### src/rtl/pattern_gen.sv
// Programmable pattern player: after a start-relative delay, plays words from a
// small register file onto data_out, optionally looping, with done on completion.
module pattern_gen #(
   parameter int DATA_W   = 33,
   parameter int DEPTH    = 16,
   parameter int ADDR_W   = 4,
   parameter int OFFSET_W = 17
) (
   input  logic                clock,
   input  logic                reset,
   input  logic                wr_en,
   input  logic [ADDR_W-1:0]   wr_addr,
   input  logic [DATA_W-1:0]   wr_data,
   input  logic [OFFSET_W-1:0] offset,
   input  logic [ADDR_W:0]     length,
   input  logic                loop,
   input  logic                start,
   output logic [DATA_W-1:0]   data_out,
   output logic                data_valid,
   output logic                busy,
   output logic                done
);

   typedef enum logic [1:0] {IDLE, DELAY, PLAY, DONE} state_t;

   state_t                state_q, state_d;
   logic [OFFSET_W-1:0]   count_q, count_d;
   logic [OFFSET_W-1:0]   off_q, off_d;
   logic [ADDR_W:0]       len_q, len_d;
   logic [ADDR_W:0]       idx_q, idx_d;
   logic                  loop_q, loop_d;
   logic [DATA_W-1:0]     data_q, data_d;
   logic                  valid_q, valid_d;
   logic                  done_q, done_d;
   logic                  busy_q, busy_d;

   logic [DATA_W-1:0]     mem_q [DEPTH];
   logic                  wr_fire;
   logic [DATA_W-1:0]     word0;
   logic [ADDR_W:0]       len_clamp;
   logic                  do_emit;
   logic [ADDR_W:0]       emit_len;

   assign wr_fire   = wr_en && !busy_q;
   assign len_clamp = (length > (ADDR_W+1)'(DEPTH)) ? (ADDR_W+1)'(DEPTH) : length;
   // A write landing on the run's first edge must be seen by word 0.
   assign word0     = (wr_fire && (wr_addr == '0)) ? wr_data : mem_q[0];

   always_ff @(posedge clock) begin
      if (wr_fire) begin
         mem_q[wr_addr] <= wr_data;
      end
   end

   always_comb begin
      state_d  = state_q;
      count_d  = count_q;
      off_d    = off_q;
      len_d    = len_q;
      idx_d    = idx_q;
      loop_d   = loop_q;
      data_d   = data_q;
      valid_d  = valid_q;
      done_d   = done_q;
      do_emit  = 1'b0;
      emit_len = len_q;

      if (!start) begin
         state_d = IDLE;
         count_d = '0;
         idx_d   = '0;
         data_d  = '0;
         valid_d = 1'b0;
         done_d  = 1'b0;
      end else begin
         case (state_q)
            IDLE: begin
               off_d   = offset;
               len_d   = len_clamp;
               loop_d  = loop;
               count_d = OFFSET_W'(1);
               if (offset == '0) begin
                  do_emit  = 1'b1;
                  emit_len = len_clamp;
               end else begin
                  state_d = DELAY;
               end
            end
            DELAY: begin
               count_d = count_q + 1'b1;
               if (count_q == off_q) begin
                  do_emit = 1'b1;
               end
            end
            PLAY: begin
               if (idx_q < len_q) begin
                  data_d = mem_q[idx_q[ADDR_W-1:0]];
                  idx_d  = idx_q + 1'b1;
               end else if (loop_q) begin
                  data_d = mem_q[0];
                  idx_d  = (ADDR_W+1)'(1);
               end else begin
                  data_d  = '0;
                  valid_d = 1'b0;
                  done_d  = 1'b1;
                  state_d = DONE;
               end
            end
            DONE: begin
            end
            default: state_d = IDLE;
         endcase

         if (do_emit) begin
            if (emit_len == '0) begin
               data_d  = '0;
               valid_d = 1'b0;
               done_d  = 1'b1;
               state_d = DONE;
            end else begin
               data_d  = word0;
               valid_d = 1'b1;
               idx_d   = (ADDR_W+1)'(1);
               state_d = PLAY;
            end
         end
      end

      busy_d = (state_d != IDLE);
   end

   always_ff @(posedge clock or posedge reset) begin
      if (reset) begin
         state_q <= IDLE;
         count_q <= '0;
         off_q   <= '0;
         len_q   <= '0;
         idx_q   <= '0;
         loop_q  <= 1'b0;
         data_q  <= '0;
         valid_q <= 1'b0;
         done_q  <= 1'b0;
         busy_q  <= 1'b0;
      end else begin
         state_q <= state_d;
         count_q <= count_d;
         off_q   <= off_d;
         len_q   <= len_d;
         idx_q   <= idx_d;
         loop_q  <= loop_d;
         data_q  <= data_d;
         valid_q <= valid_d;
         done_q  <= done_d;
         busy_q  <= busy_d;
      end
   end

   assign data_out   = data_q;
   assign data_valid = valid_q;
   assign busy       = busy_q;
   assign done       = done_q;

endmodule

### config.mk
export PLATFORM = sky130hd
export DESIGN_NAME = pattern_gen
export DESIGN_NICKNAME = d
export VERILOG_FILES = /design/src/rtl/pattern_gen.sv
export SDC_FILE = /design/constraint.sdc
export NUM_CORES = 1
export LEC_CHECK = 0
export ABC_AREA = 0
export CAP_MARGIN = 20
export CORE_MARGIN = 10
export CORE_UTILIZATION = 55
export DETAILED_ROUTE_END_ITERATION = 16
export PLACE_DENSITY_LB_ADDON = 0.05
export SETUP_SLACK_MARGIN = 0.05
export SYNTH_ARGS = -nofsm -noshare
export SYNTH_HDL_FRONTEND = slang
export SYNTH_SLANG_ARGS = --single-unit
### constraint.sdc
create_clock -name clock -period 3.5 [get_ports clock]
set_input_delay 1.05 -clock clock [delete_from_list [all_inputs] [get_ports clock]]
set_output_delay 1.05 -clock clock [all_outputs]
set_load 0.01 [all_outputs]
## Word level (Yosys, flattened, before mapping)

Memory sizes are Yosys's and may differ from the RTL's.
Index checks and enable logic that the tools add are counted.

| operators by class | value |
|---|---|
| div/mod/pow operators | 0 |
| reductions and logical operators | 10 |
| multipliers | 0 |
| bitwise operators | 0 |
| order comparisons | 2 |
| equal/unequal tests | 7 |
| shifts and indexed selects | 0 |
| muxes and demuxes | 44 |
| $add $sub $neg | 2 |

Operators with widths:

| operator | count |
|---|---|
| $mux 33 | 7 |
| $mux 5 | 10 |
| $pmux 17 s2 | 1 |
| $mux 1 | 18 |
| $add 17x1->17 const B | 1 |
| $eq 17x17->1 | 1 |
| $logic_not 17->1 | 1 |
| $mux 17 | 1 |
| $mux 2 | 5 |
| $ne 3x1->1 const B | 2 |
| $ne 3x2->1 const B | 2 |
| $add 5x1->5 const B | 1 |
| $gt 5x5->1 const B | 1 |
| $logic_not 5->1 | 1 |
| $lt 5x5->1 | 1 |
| $logic_not 4->1 | 1 |
| $pmux 2 s2 | 1 |
| $reduce_and 3->1 | 1 |
| $eq 2x1->1 const B | 1 |
| $eq 2x2->1 const B | 1 |
| $logic_and 1x1->1 | 2 |
| $logic_not 2->1 | 1 |
| $pmux 1 s2 | 1 |
| $reduce_and 2->1 | 1 |
| other kinds (2) | 2 |

| storage, ports and cells | value |
|---|---|
| bits in writable memories | 528 |
| output and inout port bits | 36 |
| input bits | 64 |
| memories kept | 1 |
| bits in read-only memories | 0 |
| bits in latches | 0 |
| register bits after elaboration | 83 |
| word-level logic and storage cells | 76 |

Memory list:

| memory | words | width | rd ports | clocked after memory_dff | wr ports | line | RTL |
|---|---|---|---|---|---|---|---|
| mem_q | 16 | 33 | 2 | 0 | 1 | 37 | `logic [DATA_W-1:0] mem_q [DEPTH];` |

## Depth between registers and ports, before layout

Gate-level depths: netlist of the first run.

| logic depth | value |
|---|---|
| depth in word-level cells | 10 |
| mapped depth | 9 |
| mapped depth without buffers | 8 |

## Worst setup path before layout of the first run

Ideal clock, no wire load.

| timing path | value |
|---|---|
| path kind | input to register |
| start | input port wr_en |
| end | memory mem_q[8][0], enable pin |
| data arrival time | 3.707 ns |
| stages on the path | 3 |
| buffers on the path | 0 |
| path slack | -0.671 ns |
| setup time | 0.465 ns |
| data required time | 3.035 ns |
| cells stage by stage | nor2b_1 nand3b_1 nor3_1 |

| on the way | value |
|---|---|
| word-level cells in the longest chain between the ends | 3 |

Ends and longest elaborated chain:

| element | line | RTL |
|---|---|---|
| from (decl) | 11 | `input logic wr_en,` |
| $logic_and 1x1->1 | 44 | `assign wr_fire = wr_en && !busy_q;` |
| $mux 1 | 50 | `if (wr_fire) begin` |
| $mux 1 (not written as such) | 51 | `mem_q[wr_addr] <= wr_data;` |
| to (decl) | 37 |  |

No other way between the ends.

## Worst setup path in the final report of the first run

| timing path | value |
|---|---|
| start | register idx_q[2] |
| end | register data_q[30] (netlist: data_out[30]) |

| on the way | value |
|---|---|
| word-level cells in the longest chain between the ends | 5 |
| elaborated cells between the ends (all ways) | 6 |
| those cells by class | order compare: 1; mux: 4; memory: 1 |

Ends and longest elaborated chain:

| element | line | RTL |
|---|---|---|
| from (decl) | 30 | `logic [ADDR_W:0] idx_q, idx_d;` |
| from (signal assigned) | 149 | `idx_q <= idx_d;` |
| $mem_v2 16x33 or $lt 5x5->1 (tied branches) | - |  |
| $mux 33 (*) | 96 | `if (idx_q < len_q) begin` |
| $mux 33 (*) | 76 | `case (state_q)` |
| $mux 33 (*) | 114 | `if (do_emit) begin` |
| $mux 33 (*) | 68 | `if (!start) begin` |
| to (signal assigned) | 151 | `data_q <= data_d;` |
| to (decl) | 32 | `logic [DATA_W-1:0] data_q, data_d;` |

Mark *: on every way between the ends. The rest lies on a longest branch, timed or not. The select of a mux whose other input is x is not followed.
A chain may end at the register's enable or synchronous reset.

==> results of run 1 <==
==> stage by stage <==
step | instances | setup slack (ns)
detailed placement | 2071 | 0.303
CTS | 2185 | 0.657
global route | 2186 | 0.497
finish | 2186 | 0.665
global placement | 2071 | 0.341
floorplan | 1391 | 0.208
==> critical path: cells and delay by family, from the launching register on <==
kind            cells  cell delay (ns)
compound gates      5             1.22
flops               1             0.60
fa+ha+maj           1             0.34
mux                 1             0.31
buf+inv             1             0.27
==> worst min path at each step <==
stage	from	to	slack (ns)
after floorplan	len_q[1]$_DFFE_PP0P_	len_q[1]$_DFFE_PP0P_	0.45
after global placement	len_q[3]$_DFFE_PP0P_	len_q[3]$_DFFE_PP0P_	0.47
after detailed placement	len_q[1]$_DFFE_PP0P_	len_q[1]$_DFFE_PP0P_	0.48
after CTS	len_q[1]$_DFFE_PP0P_	len_q[1]$_DFFE_PP0P_	0.50
after global routing	off_q[15]$_DFFE_PP0P_	off_q[15]$_DFFE_PP0P_	0.54
final	len_q[3]$_DFFE_PP0P_	len_q[3]$_DFFE_PP0P_	0.52
==> kinds of logic (layout without fill, tap and decap cells) <==
| logic type | Yosys count | in the layout | share of synthesized area (%) |
|---|---|---|---|
| flip-flops | 611 | 611 | 70.8 |
| buffers and inverters | 95 | 290 | 1.90 |
| AND/OR/NAND/NOR | 187 | 187 | 3.43 |
| multiplexers | 311 | 311 | 19.4 |
| AO/OA/AOI/OAI | 161 | 161 | 3.50 |
| XOR/XNOR | 20 | 20 | 0.692 |
| adder cells (fa/ha/maj) | 6 | 6 | 0.296 |
==> where the power goes <==
group / switching (W) / internal, W / total (W) / leakage (nW)
Clock: 0.00268 / 0.00387 / 0.00655 / 0.992
Sequential: 0.0000523 / 0.00801 / 0.00806 / 5.86
Combinational: 0.000376 / 0.000260 / 0.000637 / 2.87
Total: 0.00311 / 0.0121 / 0.0152 / 9.72
==> final cells by class <==
class / count / area (sq um) / area share (%)
Sequential cell: 611 / 17900 / 60.7
Tap cell: 600 / 751 / 2.54
Multi-Input combinational cell: 685 / 7070 / 23.9
Clock inverter: 26 / 313 / 1.06
Timing Repair Buffer: 165 / 1760 / 5.96
Inverter: 11 / 43.8 / 0.148
Clock buffer: 88 / 1700 / 5.74
==> layer usage <==
layer,wire (um),vias up
li1,-,5853
met1,26200,7100
met2,26700,420
met3,3430,78
met4,1000,2
met5,14,-
==> layout by cell type (no fill, tap or decap), drive strengths merged, types with 40 or more instances in the layout <==
cell / n
o21ai: 92
a21oi: 40
nand2: 90
buf: 67
clkbuf: 88
mux2: 83
edfxtp: 528
dfrtp: 83
mux4: 133
clkdlybuf4s50: 98
mux2i: 95
==> flip-flops by register name (all words and copies together) (netlist names), 2 cells and up <==
register  flops
mem_q       528
data_out     33
count_q      17
off_q        17
idx_q         5
len_q         5
state_q       2
==> run_results.csv, run 1 <==
group,metric,value,unit
routing,viasPerCell,6.15,
worst_setup_path,cp.arrival,3.37,ns
place,io_buffers,99,
timing,relSlewSlack,29.4,%
clock_tree,clk_latency,0.62,ns
clock_tree,clk_pin_slew_worst_paths,0.06,ns
worst_setup_path,reg2reg_from,"idx_q[2]$_DFF_PP0_",
worst_setup_path,slowest_delay,0.71,ns
routing,ant_nets,0,
global_routing,use_met2,33.0,%
clock_tree,clk_path_buf_depth,3,
synthesis,synthArstFlopShare,13.6,%
global_routing,grt-busiest-layer,"met2",
power_and_ir_drop,finalPower,0.0152,W
clock_tree,cts_resized,0,
clock_tree,cts_num_sinks,611,
timing,fin_crit,2.84,ns
worst_setup_path,r2r_cells,8,
power_and_ir_drop,ir_drop,0.408,mV
synthesis,synth-main-ff-cell,"edfxtp_1",
floorplanning,start_util,55.7,%
synthesis,synth.most_common_cell,"edfxtp_1",
global_routing,met1_usage,31.1,%
power_and_ir_drop,cellPowerDensity,515,mW/mm^2
routing,vias,13453,
clock_tree,htreeDepth,2,
place,place_hpwl,32400,um
timing,worst_pin_slew,1.05,ns
synthesis,syn-cell-area,0.0253,sq mm
clock_tree,tritoncts,"built",
layout,layout.nets,1604,
global_routing,grt_pass1_wl,86300,um
synthesis,synth_common_cells,"edfxtp_1 (528), mux4_2 (126), mux2i_1 (95)",
routing,wirelength,57400,um
global_routing,grt_pass1_vias,13780,
clock_tree,cts_made_buffers,60,
synthesis,netlist_instances,1391,
synthesis,synth.distinct_cells,53,
synthesis,ys.warnings.count,0,
synthesis,syn_area_per_cell,18.2,sq um
synthesis,synthTopCellsByArea,"edfxtp_1 (63%), mux4_2 (11%), dfrtp_1 (8.2%)",
worst_setup_path,reg2reg_to,"data_out[30]$_DFFE_PP0P_",
place,routabilityCongestion,0.815,
floorplanning,die_w,235,um
synthesis,synth_edf_count,528,
layout,diodes,0,
timing,rsz0062_at_grt,"no",
global_routing,antenna_found_initial,1,
run,max_cap_viol_count,0,
global_routing,grt_remaining_overflow,0,
global_routing,grt_max_degree,119,
routing,drc,0,
timing,holdWs,0.518,ns
clock_tree,hold_buffers,0,
synthesis,synth_seq_cells,611,
synthesis,synth_top_cell_area_share,62.6,%
floorplanning,ios,100,
floorplanning,die_y,235,um
worst_hold_path,worstHoldPathCells,2,
floorplanning,design.die.area,0.0550,sq mm
worst_hold_path,hold_class,"reg2reg",
worst_setup_path,crit_path_end_kind,"flip-flop",
timing,setup_tns,0,ns
worst_setup_path,slowest_stage,"a31oi_4",
timing,fmax,353,MHz
timing,drv_slew,0,
synthesis,synth-seq-area-share,70.8,%
worst_setup_path,reg2reg_slack,0.66,ns
clock_tree,post_cts_buffers,0,
worst_setup_path,crit_start,"idx_q[2]$_DFF_PP0_",
layout,synthToLayoutAreaGrowth,16.8,%
timing,finClkSkew,0.0181,ns
power_and_ir_drop,leakage,9.72,nW
worst_setup_path,crit_end,"data_out[30]$_DFFE_PP0P_",
layout,fill_cells,3169,
routing,first_iter_violations,1307,
floorplanning,core_region_area,0.0455,sq mm
synthesis,syn_nets,1461,
worst_setup_path,cp_max_fo,18,
layout,drive_gt1_share,24.5,%
clock_tree,ctsRootBufferMaster,"clkbuf_16",
worst_setup_path,cp-start-kind,"flip-flop",
worst_setup_path,crit_required,4.04,ns
layout,fin_area,0.0296,sq mm
status,outcome,"finished, final reports clean",
worst_setup_path,worstSetupPathType,"reg2reg",
timing,setup_viol,0,
routing,firstDrtPassIters,5,
place,place_area,0.0275,sq mm
floorplanning,num_rows,78,
timing,finalHoldViolCount,0,
global_routing,grt_use_total,21.1,%
synthesis,yosys.area.top_type,"edfxtp_1",
timing,min_period_over_period,81.0,%
routing,wl_per_cell,26.2,um
worst_setup_path,crit_chain,"ha_1 -> a21oi_1 -> o21ai_1 -> a31oi_4 -> buf_12 -> mux2i_1 -> o21ai_1 -> a21oi_1",
layout,fin_util,65.0,%
global_routing,grtUsageMet3,3.14,%
Power figures use the tool's default switching activity.
==> inputs of run 2 (changes only) <==
- clock period: 3.5 -> 2.3 ns (I/O delays scaled with it)
==> run_results.csv, run 2 (same netlist as run 1, synthesis figures left out) <==
group,metric,value,unit
run,max_cap_viol_count,0,
clock_tree,clk_pin_slew_worst_paths,0.06,ns
worst_setup_path,crit_required,2.80,ns
worst_setup_path,worstSetupPathType,"reg2reg",
timing,holdWs,0.374,ns
place,routabilityCongestion,0.790,
layout,final_common_cell,"edfxtp_1",
power_and_ir_drop,ir_drop,0.564,mV
timing,finalHoldViolCount,0,
timing,worst_pin_slew,1.14,ns
routing,drc,0,
worst_hold_path,min_to,"count_q[0]$_DFFE_PP0P_",
layout,fin_util,67.6,%
layout,diodes,0,
layout,most-common-layout-cells,"edfxtp_1 (528), mux4_2 (126), buf_4 (103), nand2_1 (90), mux2i_1 (90)",
place,place_hpwl,36600,um
layout,drive_gt1_share,29.8,%
place,place_area,0.0284,sq mm
worst_setup_path,cp-start-kind,"flip-flop",
power_and_ir_drop,leakage,10.5,nW
worst_setup_path,cp_max_fo,16,
worst_hold_path,hold_class,"in2reg",
layout,fill_cells,3094,
routing,wl_per_cell,26.2,um
routing,first_iter_violations,1242,
layout,layout.nets,1694,
worst_setup_path,cp.arrival,2.71,ns
status,outcome,"finished, final reports clean",
timing,finClkSkew,0.0135,ns
clock_tree,clk_path_buf_depth,3,
worst_hold_path,holdCritStartpoint,"start",
global_routing,grt_max_degree,43,
clock_tree,ctsRootBufferMaster,"clkbuf_16",
timing,drv_slew,0,
worst_hold_path,worstHoldPathCells,3,
layout,fin_area,0.0307,sq mm
clock_tree,tritoncts,"built",
clock_tree,cts_made_buffers,61,
global_routing,grt_use_total,22.0,%
timing,fin_crit,2.21,ns
power_and_ir_drop,finalPower,0.0237,W
floorplanning,start_util,55.7,%
global_routing,grt_pass1_vias,14487,
layout,largest_register_ffs,528,
timing,rsz0062_at_grt,"yes",
clock_tree,htreeDepth,2,
floorplanning,ios,100,
global_routing,grt_pass1_wl,90300,um
timing,fmax,452,MHz
layout,synthToLayoutAreaGrowth,21.3,%
clock_tree,clk_latency,0.62,ns
timing,min_period_over_period,96.2,%
routing,firstDrtPassIters,5,
floorplanning,die_w,235,um
global_routing,antenna_found_initial,2,
clock_tree,cts_num_sinks,611,
routing,viasPerCell,6.04,
worst_setup_path,reg2reg_to,"data_out[15]$_DFFE_PP0P_",
routing,wirelength,59700,um
timing,setup_viol,0,
floorplanning,core_region_area,0.0455,sq mm
routing,ant_nets,0,
timing,relSlewSlack,24.1,%
worst_setup_path,reg2reg_from,"idx_q[1]$_DFF_PP0_",
layout,regMostFlops,"mem_q",
floorplanning,die_y,235,um
worst_setup_path,reg2reg_slack,0.09,ns
global_routing,grt_remaining_overflow,0,
floorplanning,design.die.area,0.0550,sq mm
routing,vias,13747,
place,io_buffers,99,
power_and_ir_drop,cellPowerDensity,771,mW/mm^2
floorplanning,num_rows,78,
worst_setup_path,crit_path_end_kind,"flip-flop",
worst_setup_path,r2r_cells,9,
-- run 2: changes by cell type in the layout (fill, tap and decap cells not counted), moves of 5 or more --
cell,delta
buf_12,+20
clkbuf_1,-9
clkdlybuf4s50_1,-29
buf_6,+5
clkinvlp_4,+8
dlygate4sd2_1,+28
buf_4,+59
mux2i_1,-5
-- run 2: power by group --
part | internal [W] | switching (W)
Sequential | 0.0122 | 0.0000942
Clock | 0.00613 | 0.00415
Combinational | 0.000529 | 0.000622
Total | 0.0188 | 0.00486
-- run 2: metrics by stage --
stage	setup TNS, ns	cells	setup slack (ns)
after floorplan	-17.10	1391	-0.183
after global placement	-172.89	2144	-0.626
after detailed placement	-168.85	2144	-0.637
after CTS	0	2259	0.0513
after global routing	-0.0499	2276	-0.0170
final	0	2276	0.0882
-- run 2: cell type report --
class / count / area (sq um) / share of cell area, %
inverters: 11 / 48.8 / 0.159
well taps: 600 / 751 / 2.44
clock buffers: 82 / 1720 / 5.59
repair buffers: 254 / 2730 / 8.88
flip-flops and latches: 611 / 17900 / 58.4
clock inverters: 33 / 395 / 1.29
multi-input cells: 685 / 7140 / 23.2
-- run 2: worst max-delay path: stages, from the launching register on --
cell and delay, ns:
dfrtp_4 0.48, buf_12 0.21, buf_4 0.15, mux4_2 0.50, mux2i_1 0.16, buf_4 0.15
mux2_2 0.14, mux2i_1 0.07, o21ai_1 0.13, a21oi_1 0.08
-- run 2: worst max-delay path by stage --
stage,startpoint,endpoint
finish,idx_q[1]$_DFF_PP0_,data_out[15]$_DFFE_PP0P_
global route,idx_q[1]$_DFF_PP0_,data_out[12]$_DFFE_PP0P_
CTS,idx_q[1]$_DFF_PP0_,data_out[30]$_DFFE_PP0P_
detailed placement,wr_en,data_out[15]$_DFFE_PP0P_
global placement,wr_en,data_out[12]$_DFFE_PP0P_
floorplan,wr_en,mem_q[4][0]$_DFFE_PP_
-- run 2: timing repair --
action	CTS	global route
pin swaps	0	2
setup buffers	0	14
setup endpoints to repair	49	41
gates resized for setup	32	22
hold buffers	0	0
cloned	0	3
-- run 2: metal layers --
metal	global-route usage [%]	routed length [um]	part of all wire (%)
met5	0	13	0.022
met4	5.65	1110	1.9
met3	3.46	4350	7.3
met2	34.9	28600	48
met1	31.7	25600	43
==> inputs of run 3 (changes only) <==
- CORE_UTILIZATION: 55 -> 40
- GPL_TIMING_DRIVEN: unset -> 0
- SLEW_MARGIN: unset -> 20
==> run_results.csv, run 3 (same netlist as run 1, synthesis figures left out) <==
group,metric,value,unit
routing,ant_nets,0,
worst_setup_path,crit_path_end_kind,"flip-flop",
floorplanning,die_y,272,um
layout,layout.nets,1712,
floorplanning,core_region_area,0.0629,sq mm
global_routing,grt_use_total,19.1,%
power_and_ir_drop,p_sw_share,21.3,%
routing,first_iter_violations,1124,
clock_tree,tritoncts,"built",
routing,drc,0,
floorplanning,ios,100,
floorplanning,num_rows,92,
place,place_inst,2374,
timing,fmax,448,MHz
global_routing,met1_usage,26.6,%
run,max_cap_viol_count,0,
worst_setup_path,worstSetupPathType,"reg2reg",
global_routing,grtUsageMet3,3.50,%
power_and_ir_drop,power_frac_seq,50.2,%
layout,most-common-layout-cells,"edfxtp_1 (528), mux4_2 (126), nand2_1 (89), mux2i_1 (89), dfrtp_1 (79)",
global_routing,grt_pass1_wl,102000,um
global_routing,antenna_found_initial,0,
global_routing,use_met2,30.5,%
layout,regMostFlops,"mem_q",
power_and_ir_drop,p_clk_share,45.3,%
clock_tree,cts_made_buffers,69,
floorplanning,design.die.area,0.0738,sq mm
routing,wl_per_cell,27.6,um
global_routing,grt_pass1_vias,14559,
layout,final_common_cell,"edfxtp_1",
global_routing,grt_remaining_overflow,0,
timing,finClkSkew,0.0299,ns
timing,relSlewSlack,44.7,%
worst_setup_path,cp_max_fo,10,
worst_setup_path,r2r_cells,9,
layout,synthToLayoutAreaGrowth,25.3,%
timing,rsz0062_at_grt,"yes",
timing,fin_crit,2.23,ns
clock_tree,cts_num_sinks,611,
worst_setup_path,reg2reg_to,"data_out[6]$_DFFE_PP0P_",
global_routing,grt-busiest-layer,"met2",
power_and_ir_drop,cellPowerDensity,769,mW/mm^2
worst_setup_path,cp.arrival,2.71,ns
layout,largest_register_ffs,528,
place,place_hpwl,45400,um
place,routabilityCongestion,0.756,
floorplanning,die_w,272,um
layout,fin_util,50.5,%
layout,fill_cells,5258,
routing,firstDrtPassIters,7,
power_and_ir_drop,finalPower,0.0244,W
clock_tree,ctsRootBufferMaster,"clkbuf_16",
layout,drive_gt1_share,29.8,%
timing,fin_ws,0.0664,ns
timing,min_period_over_period,97.1,%
timing,finalHoldViolCount,0,
worst_setup_path,crit_required,2.78,ns
power_and_ir_drop,p_comb_share,4.4,%
routing,viasPerCell,5.46,
global_routing,grt_max_degree,29,
clock_tree,htreeDepth,3,
worst_setup_path,reg2reg_slack,0.07,ns
timing,worst_pin_slew,0.830,ns
layout,final_cells,2544,
place,io_buffers,99,
power_and_ir_drop,leakage,10.7,nW
layout,multi_input_area,0.00729,sq mm
floorplanning,start_util,40.3,%
clock_tree,clk_latency,0.61,ns
routing,vias,13901,
power_and_ir_drop,switchingPower,0.00518,W
power_and_ir_drop,ir_drop,0.546,mV
status,outcome,"finished, final reports clean",
clock_tree,clk_path_buf_depth,3,
clock_tree,hold_buffers,0,
worst_hold_path,hold_class,"in2async",
routing,wirelength,70100,um
worst_setup_path,reg2reg_from,"idx_q[1]$_DFF_PP0_",
power_and_ir_drop,internal_power,0.0192,W
clock_tree,clk_pin_slew_worst_paths,0.06,ns
place,place_ws,-1.46,ns
layout,diodes,0,
timing,setup_viol,0,
layout,regArea,0.0179,sq mm
worst_setup_path,cp-start-kind,"flip-flop",
timing,drv_slew,0,
[run 3: changes by cell type in the layout (fill, tap and decap cells not counted), sizes merged]
| cell | previous run | this run |
|---|---|---|
| clkbuf | 86 | 126 |
| buf | 152 | 130 |
| clkinv | 19 | 29 |
| dlygate4sd2 | 28 | 21 |
| clkdlybuf4s50 | 69 | 74 |
| clkinvlp | 9 | 4 |
| bufinv | 8 | 5 |
| dlymetal6s2s | 1 | 4 |
| inv | 8 | 9 |
[run 3: layout make-up]
cell class	count	share of cell area [%]
plain buffers	82	2.42
clock inverters	36	1.03
multi-input cells	685	23.0
clock buffers	91	6.19
well taps	846	3.34
inverters	11	0.154
repair buffers	182	7.38
flip-flops and latches	611	56.5
[run 3: worst max-delay path: stages (launching register included)]
cell	delay, ns
dfrtp_1	0.40
buf_12	0.18
buf_16	0.16
buf_16	0.16
mux4_2	0.52
mux2i_2	0.20
mux2_4	0.18
mux2i_1	0.08
o21ai_1	0.14
a21oi_1	0.08
[run 3: how the worst max path moves through the flow]
stage,start,endpoint,slack (ns)
6_report,idx_q[1]$_DFF_PP0_,data_out[6]$_DFFE_PP0P_,0.07
5_1_grt,idx_q[1]$_DFF_PP0_,data_out[16]$_DFFE_PP0P_,-0.05
4_1_cts,busy$_DFF_PP0_,mem_q[0][14]$_DFFE_PP_,0.02
3_5_place_dp,offset[1],data_out[6]$_DFFE_PP0P_,-1.46
3_3_place_gp,wr_addr[1],mem_q[2][5]$_DFFE_PP_,-2.04
2_1_floorplan,wr_en,mem_q[4][0]$_DFFE_PP_,-0.18
[run 3: repair_timing]
action / 4_1_cts / 5_1_grt
cloned: 2 / 3
hold endpoints to repair: 0 / 0
setup endpoints to repair: 247 / 174
resized for setup: 136 / 58
pin swaps: 10 / 10
buffers inserted: 23 / 17
[run 3: power by group through the flow]
stage | logic [W] | registers [W] | clock network, W
final | 0.00108 | 0.0123 | 0.0111
after global routing | 0.00117 | 0.0123 | 0.0118
after CTS | 0.00106 | 0.0123 | 0.0113
after detailed placement | 0.00101 | 0.0125 | 0
after global placement | 0.000948 | 0.0125 | 0
after floorplan | 0.000488 | 0.0125 | 0
[run 3: stage by stage]
step                hold WS [ns]  cell area, sq um  TNS (ns)
finish                     0.382             31700         0
CTS                        0.349             31300         0
detailed placement         0.480             28400   -364.60
global route               0.371             31700    -0.295
global placement           0.473             27500   -891.08
floorplan                  0.450             25500    -17.10
[run 3: metal layers]
layer | routed length, um | vias to the layer above
met5 | 0 | -
li1 | - | 6092
met4 | 1350 | 0
met3 | 3440 | 93
met2 | 33600 | 378
met1 | 31700 | 7338
